**config.mk**
```make
export PLATFORM = sky130hd
export DESIGN_NAME = bus_xfer_ctrl
export DESIGN_NICKNAME = d
export VERILOG_FILES = /design/src/rtl/bus_xfer_ctrl.sv
export SDC_FILE = /design/constraint.sdc
export NUM_CORES = 1
export LEC_CHECK = 0
export CORE_UTILIZATION = 50
export CTS_CLUSTER_SIZE = 16
export DETAILED_ROUTE_END_ITERATION = 8
export PLACE_DENSITY_LB_ADDON = 0.1
export SLEW_MARGIN = 5
export SYNTH_ARGS = -nofsm -noshare
export SYNTH_HDL_FRONTEND = slang
export SYNTH_SLANG_ARGS = --single-unit
```
**constraint.sdc**
```tcl
create_clock -name i_clk -period 4.1 [get_ports i_clk]
set_clock_uncertainty 0.15 [all_clocks]
set_input_delay 0.615 -clock i_clk [delete_from_list [all_inputs] [get_ports i_clk]]
set_output_delay 0.615 -clock i_clk [all_outputs]
set_load 0.05 [all_outputs]
```
**src/rtl/bus_xfer_ctrl.sv**
```systemverilog
// ----------------------------------------------------------------------------
// bus_xfer_ctrl
//   Transfer sequencer for an 8x16 register bank that shares a tri-state read
//   bus. Executes MOV (copy src->dst), SWP (exchange src/dst) and LDI (load
//   immediate into dst). Produces the bank controls (rsel/tr/wrr), the write
//   data word, and samples the bus only while the bank is driving it.
//
// Ports
//   i_clk        rising-edge clock
//   i_rst_n      asynchronous active-low reset
//   i_start      request, sampled only in IDLE
//   i_op         00=MOV 01=SWP 10=LDI 11=illegal
//   i_src/i_dst  source / destination register select
//   i_imm        immediate for LDI
//   i_bus        shared bus, valid only while o_tr=1
//   o_wdata      write data to the bank
//   o_rsel       register select
//   o_tr         bank output enable (read onto bus)
//   o_wrr        bank write enable
//   o_busy       high in every state except IDLE
//   o_done       one-cycle completion pulse
//   o_err        set with done for op=11, cleared on next accepted start
//   o_xfer_cnt   completed legal operations, wraps FFFF->0000
//
//   state | meaning
//   IDLE  | waiting for start
//   RDA   | bank drives reg[src] onto bus, captured into T0
//   RDB   | bank drives reg[dst] onto bus, captured into T1 (SWP only)
//   WRA   | write T1 into reg[src] (SWP only)
//   WRB   | write T0 (or immediate for LDI) into reg[dst]
//   DONE  | completion pulse, then back to IDLE
// ----------------------------------------------------------------------------
module bus_xfer_ctrl #(
    parameter int WIDTH = 16,
    parameter int AW    = 3
) (
    input  logic             i_clk,
    input  logic             i_rst_n,
    input  logic             i_start,
    input  logic [1:0]       i_op,
    input  logic [AW-1:0]    i_src,
    input  logic [AW-1:0]    i_dst,
    input  logic [WIDTH-1:0] i_imm,
    input  logic [WIDTH-1:0] i_bus,
    output logic [WIDTH-1:0] o_wdata,
    output logic [AW-1:0]    o_rsel,
    output logic             o_tr,
    output logic             o_wrr,
    output logic             o_busy,
    output logic             o_done,
    output logic             o_err,
    output logic [15:0]      o_xfer_cnt
);

    typedef enum logic [2:0] {
        S_IDLE = 3'd0,
        S_RDA  = 3'd1,
        S_RDB  = 3'd2,
        S_WRA  = 3'd3,
        S_WRB  = 3'd4,
        S_DONE = 3'd5
    } state_t;

    localparam logic [1:0] OP_MOV = 2'b00;
    localparam logic [1:0] OP_SWP = 2'b01;
    localparam logic [1:0] OP_LDI = 2'b10;

    state_t             r_state;
    logic [1:0]         r_op;
    logic [AW-1:0]      r_src;
    logic [AW-1:0]      r_dst;
    logic [WIDTH-1:0]   r_t0;
    logic [WIDTH-1:0]   r_wdata;
    logic [AW-1:0]      r_rsel;
    logic               r_tr;
    logic               r_wrr;
    logic               r_busy;
    logic               r_done;
    logic               r_err;
    logic [15:0]        r_xfer_cnt;

    // Outputs are registered alongside the state: each branch loads the
    // values that belong to the state being entered. The write data for the
    // next WR state is loaded straight from the bus/immediate on the same
    // edge, so a separate T1 / latched-immediate register is not needed;
    // T0 is kept because SWP writes it two cycles after it was read.
    always_ff @(posedge i_clk or negedge i_rst_n) begin
        if (!i_rst_n) begin
            r_state    <= S_IDLE;
            r_op       <= '0;
            r_src      <= '0;
            r_dst      <= '0;
            r_t0       <= '0;
            r_wdata    <= '0;
            r_rsel     <= '0;
            r_tr       <= 1'b0;
            r_wrr      <= 1'b0;
            r_busy     <= 1'b0;
            r_done     <= 1'b0;
            r_err      <= 1'b0;
            r_xfer_cnt <= '0;
        end else begin
            r_wdata <= '0;
            r_rsel  <= '0;
            r_tr    <= 1'b0;
            r_wrr   <= 1'b0;
            r_done  <= 1'b0;

            case (r_state)
                S_IDLE: begin
                    if (i_start) begin
                        r_op   <= i_op;
                        r_src  <= i_src;
                        r_dst  <= i_dst;
                        r_err  <= 1'b0;
                        r_busy <= 1'b1;
                        case (i_op)
                            OP_MOV, OP_SWP: begin
                                r_state <= S_RDA;
                                r_rsel  <= i_src;
                                r_tr    <= 1'b1;
                            end
                            OP_LDI: begin
                                r_state <= S_WRB;
                                r_rsel  <= i_dst;
                                r_wrr   <= 1'b1;
                                r_wdata <= i_imm;
                            end
                            default: begin
                                r_state <= S_DONE;
                                r_done  <= 1'b1;
                                r_err   <= 1'b1;
                            end
                        endcase
                    end
                end

                S_RDA: begin
                    r_t0 <= i_bus;
                    if (r_op == OP_SWP) begin
                        r_state <= S_RDB;
                        r_rsel  <= r_dst;
                        r_tr    <= 1'b1;
                    end else begin
                        r_state <= S_WRB;
                        r_rsel  <= r_dst;
                        r_wrr   <= 1'b1;
                        r_wdata <= i_bus;
                    end
                end

                S_RDB: begin
                    r_state <= S_WRA;
                    r_rsel  <= r_src;
                    r_wrr   <= 1'b1;
                    r_wdata <= i_bus;
                end

                S_WRA: begin
                    r_state <= S_WRB;
                    r_rsel  <= r_dst;
                    r_wrr   <= 1'b1;
                    r_wdata <= r_t0;
                end

                S_WRB: begin
                    r_state    <= S_DONE;
                    r_done     <= 1'b1;
                    r_xfer_cnt <= r_xfer_cnt + 16'd1;
                end

                S_DONE: begin
                    r_state <= S_IDLE;
                    r_busy  <= 1'b0;
                end

                default: begin
                    r_state <= S_IDLE;
                    r_busy  <= 1'b0;
                end
            endcase
        end
    end

    assign o_wdata    = r_wdata;
    assign o_rsel     = r_rsel;
    assign o_tr       = r_tr;
    assign o_wrr      = r_wrr;
    assign o_busy     = r_busy;
    assign o_done     = r_done;
    assign o_err      = r_err;
    assign o_xfer_cnt = r_xfer_cnt;

endmodule

```
==> summary.log <==
[run_status] run status complete, no violations
[power] cell internal power dissipation 1670 uW
[global_routing] largest net degree at the start of global routing 43
[worst_setup_path] Worst Path Required 4.22 ns
[place] Post-DP HPWL 4000 um
[floorplanning] number of I/O pins 83
[floorplanning] row count 27
[worst_setup_path] delay of the slowest cell on the worst path 0.88 ns
[worst_setup_path] delay-heaviest family, CP simple AND/OR/NAND/NOR gates
[detailed_routing] detailed-route wire length 5770 um
[logic_synthesis] average footprint of a synthesized cell 12.8 sq um
[worst_setup_path] maximum fanout along the worst path 17
[timing] pins over their slew limit 0
[worst_setup_path] library cell contributing the largest single delay on the critical path nor4b_4
[worst_hold_path] type of the worst min-delay path in -> async
[timing] Period Utilization, post-route 62.1%
[worst_setup_path] CP cell instances clkdlybuf4s50_1 -> nand2_1 -> nor4b_4 -> a22o_1 -> a21o_1
[place] Post-DP Area 0.00370 sq mm
[clock_network] Sink Count 67
[clock_network] H-tree level count 3
[power] PwrDens 739 mW/mm^2
[logic_synthesis] most frequently used cell type in the post-synthesis netlist dfrtp_1
[logic_synthesis] Yosys top cell area share 58.5%
[logic_synthesis] number of flip-flops and latches in the synthesized netlist 67
[global_routing] wire length of the first global-routing pass 9730 um
[global_routing] grt met1 use 28.0%
[clock_network] CTS max path bufs 2
[logic_synthesis] count of different cell masters after synthesis 37
[timing] setup repair after global routing missed its margin no
[power] part of the total power dissipated in the clock network 15.7%
[global_routing] GR Layer Usage met2 34.0%
[worst_setup_path] reg2reg path depth 3
[power] share of total power in combinational logic 45.2%
[place] count of port buffers added during placement 82
[timing] crit path time final 2.55 ns
[clock_network] clock network latency to the later pin of the worst-skew pair 0.33 ns
[floorplanning] DIE AREA 0.00603 sq mm
[timing] final number of hold-violating endpoints 0
[layout] final antenna diode count 0
[worst_setup_path] number of buffers and inverters on the critical path 1
[logic_synthesis] Post-synth top cells 67 x dfrtp_1, 16 x a21o_1, 16 x a22o_1, 16 x mux2_2, 12 x xnor2_1
[clock_network] Root Buffer Master clkbuf_8
[floorplanning] Chip Height 77.7 um
[power] Lkg Pwr 0.00175 uW
[logic_synthesis] count of synthesis-stage warnings from yosys 0
[clock_network] cts bufs inserted 9
[global_routing] overall overflow remaining after global route 0
[floorplanning] core area 0.00551 sq mm
[detailed_routing] per-cell routed wire length 15.1 um
[run] count of maximum capacitance violations 0
[logic_synthesis] share of the yosys chip area belonging to registers 58.5%
[detailed_routing] remaining design rule violation count 0
[logic_synthesis] gate count after technology mapping 224
[detailed_routing] via/cell ratio 5.44
[detailed_routing] Via Count 2083
[timing] Setup violations, final 0
[worst_setup_path] start of the worst register-to-register path r_state[0]
[logic_synthesis] main area contributors after synthesis dfrtp_1 59%, mux2_2 6.3%, a22o_1 4.9%
[layout] ratio of cells with drive above 1 in the final layout 11.6%
[power] switching component of the power 1180 uW
[layout] Net count, final 350
[power] switching part of the total 41.4%
[place] last weighted congestion value of the routability-driven placer 0.783
[worst_setup_path] number of logic stages on the critical path including buffering 5
[clock_network] total of cells resized after clock tree synthesis 0
[global_routing] initial antenna violation count 0
[power] peak ir drop on the vdd network 0.000426 V
[layout] Non-Filler Cell Area, Final 0.00386 sq mm
[floorplanning] horizontal extent of the die 77.7 um
[layout] area growth from synthesis to final layout 34.7%
[logic_synthesis] largest area contributor in the synthesized netlist dfrtp_1
[detailed_routing] Detailed Route Iter0 Violations 121
[clock_network] hold buffer count at cts 0
[logic_synthesis] count of flip-flops with a built-in enable after synthesis 0
[clock_network] Post-CTS Setup Inserts 0
[logic_synthesis] Post-Synthesis Cell Area 0.00286 sq mm
[logic_synthesis] share of async-settable or async-resettable flops after synthesis 100%
[worst_setup_path] category of the worst setup path capture point flop
[timing] Worst Tran Pin Value 0.988 ns
[logic_synthesis] Post-synth top flop dfrtp_1
[timing] achievable frequency 393 MHz
[detailed_routing] Pre-Repair DR Iteration Count 4
[worst_setup_path] element type at the critical path start primary input
[worst_setup_path] source of the critical timing path i_op[1]
[timing] Setup Total Neg Slack 0 ns
[worst_setup_path] worst path arrival time 2.66 ns
[global_routing] overall global routing resource usage 21.2%
[timing] Rel. slew slack 33.8%
[detailed_routing] remaining antenna violation count after routing 0
[power] part of the total power dissipated in sequential elements 39.1%
[floorplanning] Initial Util 52.0%
[worst_setup_path] startpoint-to-endpoint class of the critical path in -> reg
[global_routing] met3 Track Usage GR 4.47%
[clock_network] TritonCTS clock tree done
[logic_synthesis] nets in the synthesized netlist 268
[clock_network] Reg clk slew, reported paths 0.07 ns
[global_routing] number of global-route vias before repair 2058
[global_routing] routing layer with the top usage in global route met2
cells by family (layout without fill, tap and decap cells):
| kind of cell | Yosys count | in the layout | share of synthesized area, % |
|---|---|---|---|
| AOI/OAI and AO/OA | 53 | 53 | 13.6 |
| xor gates and xnor gates | 15 | 15 | 4.59 |
| and+or+nand+nor | 47 | 47 | 9.87 |
| adders and majority gates | 1 | 1 | 0.437 |
| muxes | 25 | 25 | 9.83 |
| DFF | 67 | 67 | 58.5 |
| buffers and inverters | 16 | 103 | 3.10 |
per-stage QoR:
stage | power, uW | hold WS (ns) | utilization, % | std cells | worst slack (ns)
2_1_floorplan | 2020 | 0.169 | - | 224 | 2.20
3_3_place_gp | 2380 | 0.309 | 67.3 | 367 | 1.25
3_5_place_dp | 2420 | 0.324 | 67.3 | 367 | 1.19
4_1_cts | 2870 | 0.288 | 70.1 | 383 | 1.53
5_1_grt | 3000 | 0.342 | 70.1 | 383 | 1.34
6_report | 2850 | 0.253 | 70.1 | 383 | 1.55
worst register-to-register path: cells and delay by family, from the launching register on:
family,cells,cell delay [ns]
flops,1,0.63
mux,1,0.42
simple gates,2,0.96
flip-flops by register name, summed over array words and instances, names as in the netlist:
name and flops:
o_busy 1, o_done 1, o_err 1, o_rsel 3, o_tr 1, o_wdata 16
o_wrr 1, o_xfer_cnt 16, r_dst 3, r_op 2, r_src 3, r_state 3
r_t0 16
metal layers:
metal	up-vias	wire length [um]	share of wire, %
met5	-	0	0
met3	13	288	5.0
met2	71	2850	49
met4	0	95	1.6
li1	969	-	-
met1	1030	2540	44
final cells by class:
type	instances	area [sq um]
Multi-Input combinational cell	141	1100
Clock buffer	13	139
Sequential cell	67	1680
Tap cell	72	90.1
Clock inverter	3	15.0
Fill cell	415	1650
Inverter	4	15.0
Timing Repair Buffer	83	823
final timing paths:
kind	end	slack, ns
setup / recovery	o_wdata[9]	1.55
hold / removal	o_xfer_cnt[9]	0.25
setup reg to reg	r_t0[2]	1.83
hold reg to reg	o_xfer_cnt[15]	0.33
max in group asynchronous	r_t0[1]	2.69
min in group i_clk	o_xfer_cnt[15]	0.33
power by group through the flow:
stage / Clock [uW] / Sequential (uW) / Combinational (uW)
after floorplan: 0 / 1500 / 525
after global placement: 0 / 1110 / 1270
after detailed placement: 0 / 1120 / 1300
after CTS: 458 / 1110 / 1300
after global routing: 484 / 1150 / 1370
final: 449 / 1110 / 1290
cells in the final DEF (no fill, tap or decap), types with 4 or more instances in the layout:
cell,synthesis,routed
nor3_1,5,5
a21oi_1,6,6
mux2_1,9,9
nor2_1,4,4
clkbuf_1,2,4
clkbuf_8,0,9
dfrtp_1,67,67
xnor2_1,12,12
nor2b_1,6,6
nand2_1,9,9
a21o_1,16,16
a22o_1,16,16
nand4_1,4,4
nand3_1,7,7
clkdlybuf4s50_1,0,81
mux2_2,16,16
o22ai_1,4,4
Power figures use the tool's default switching activity.
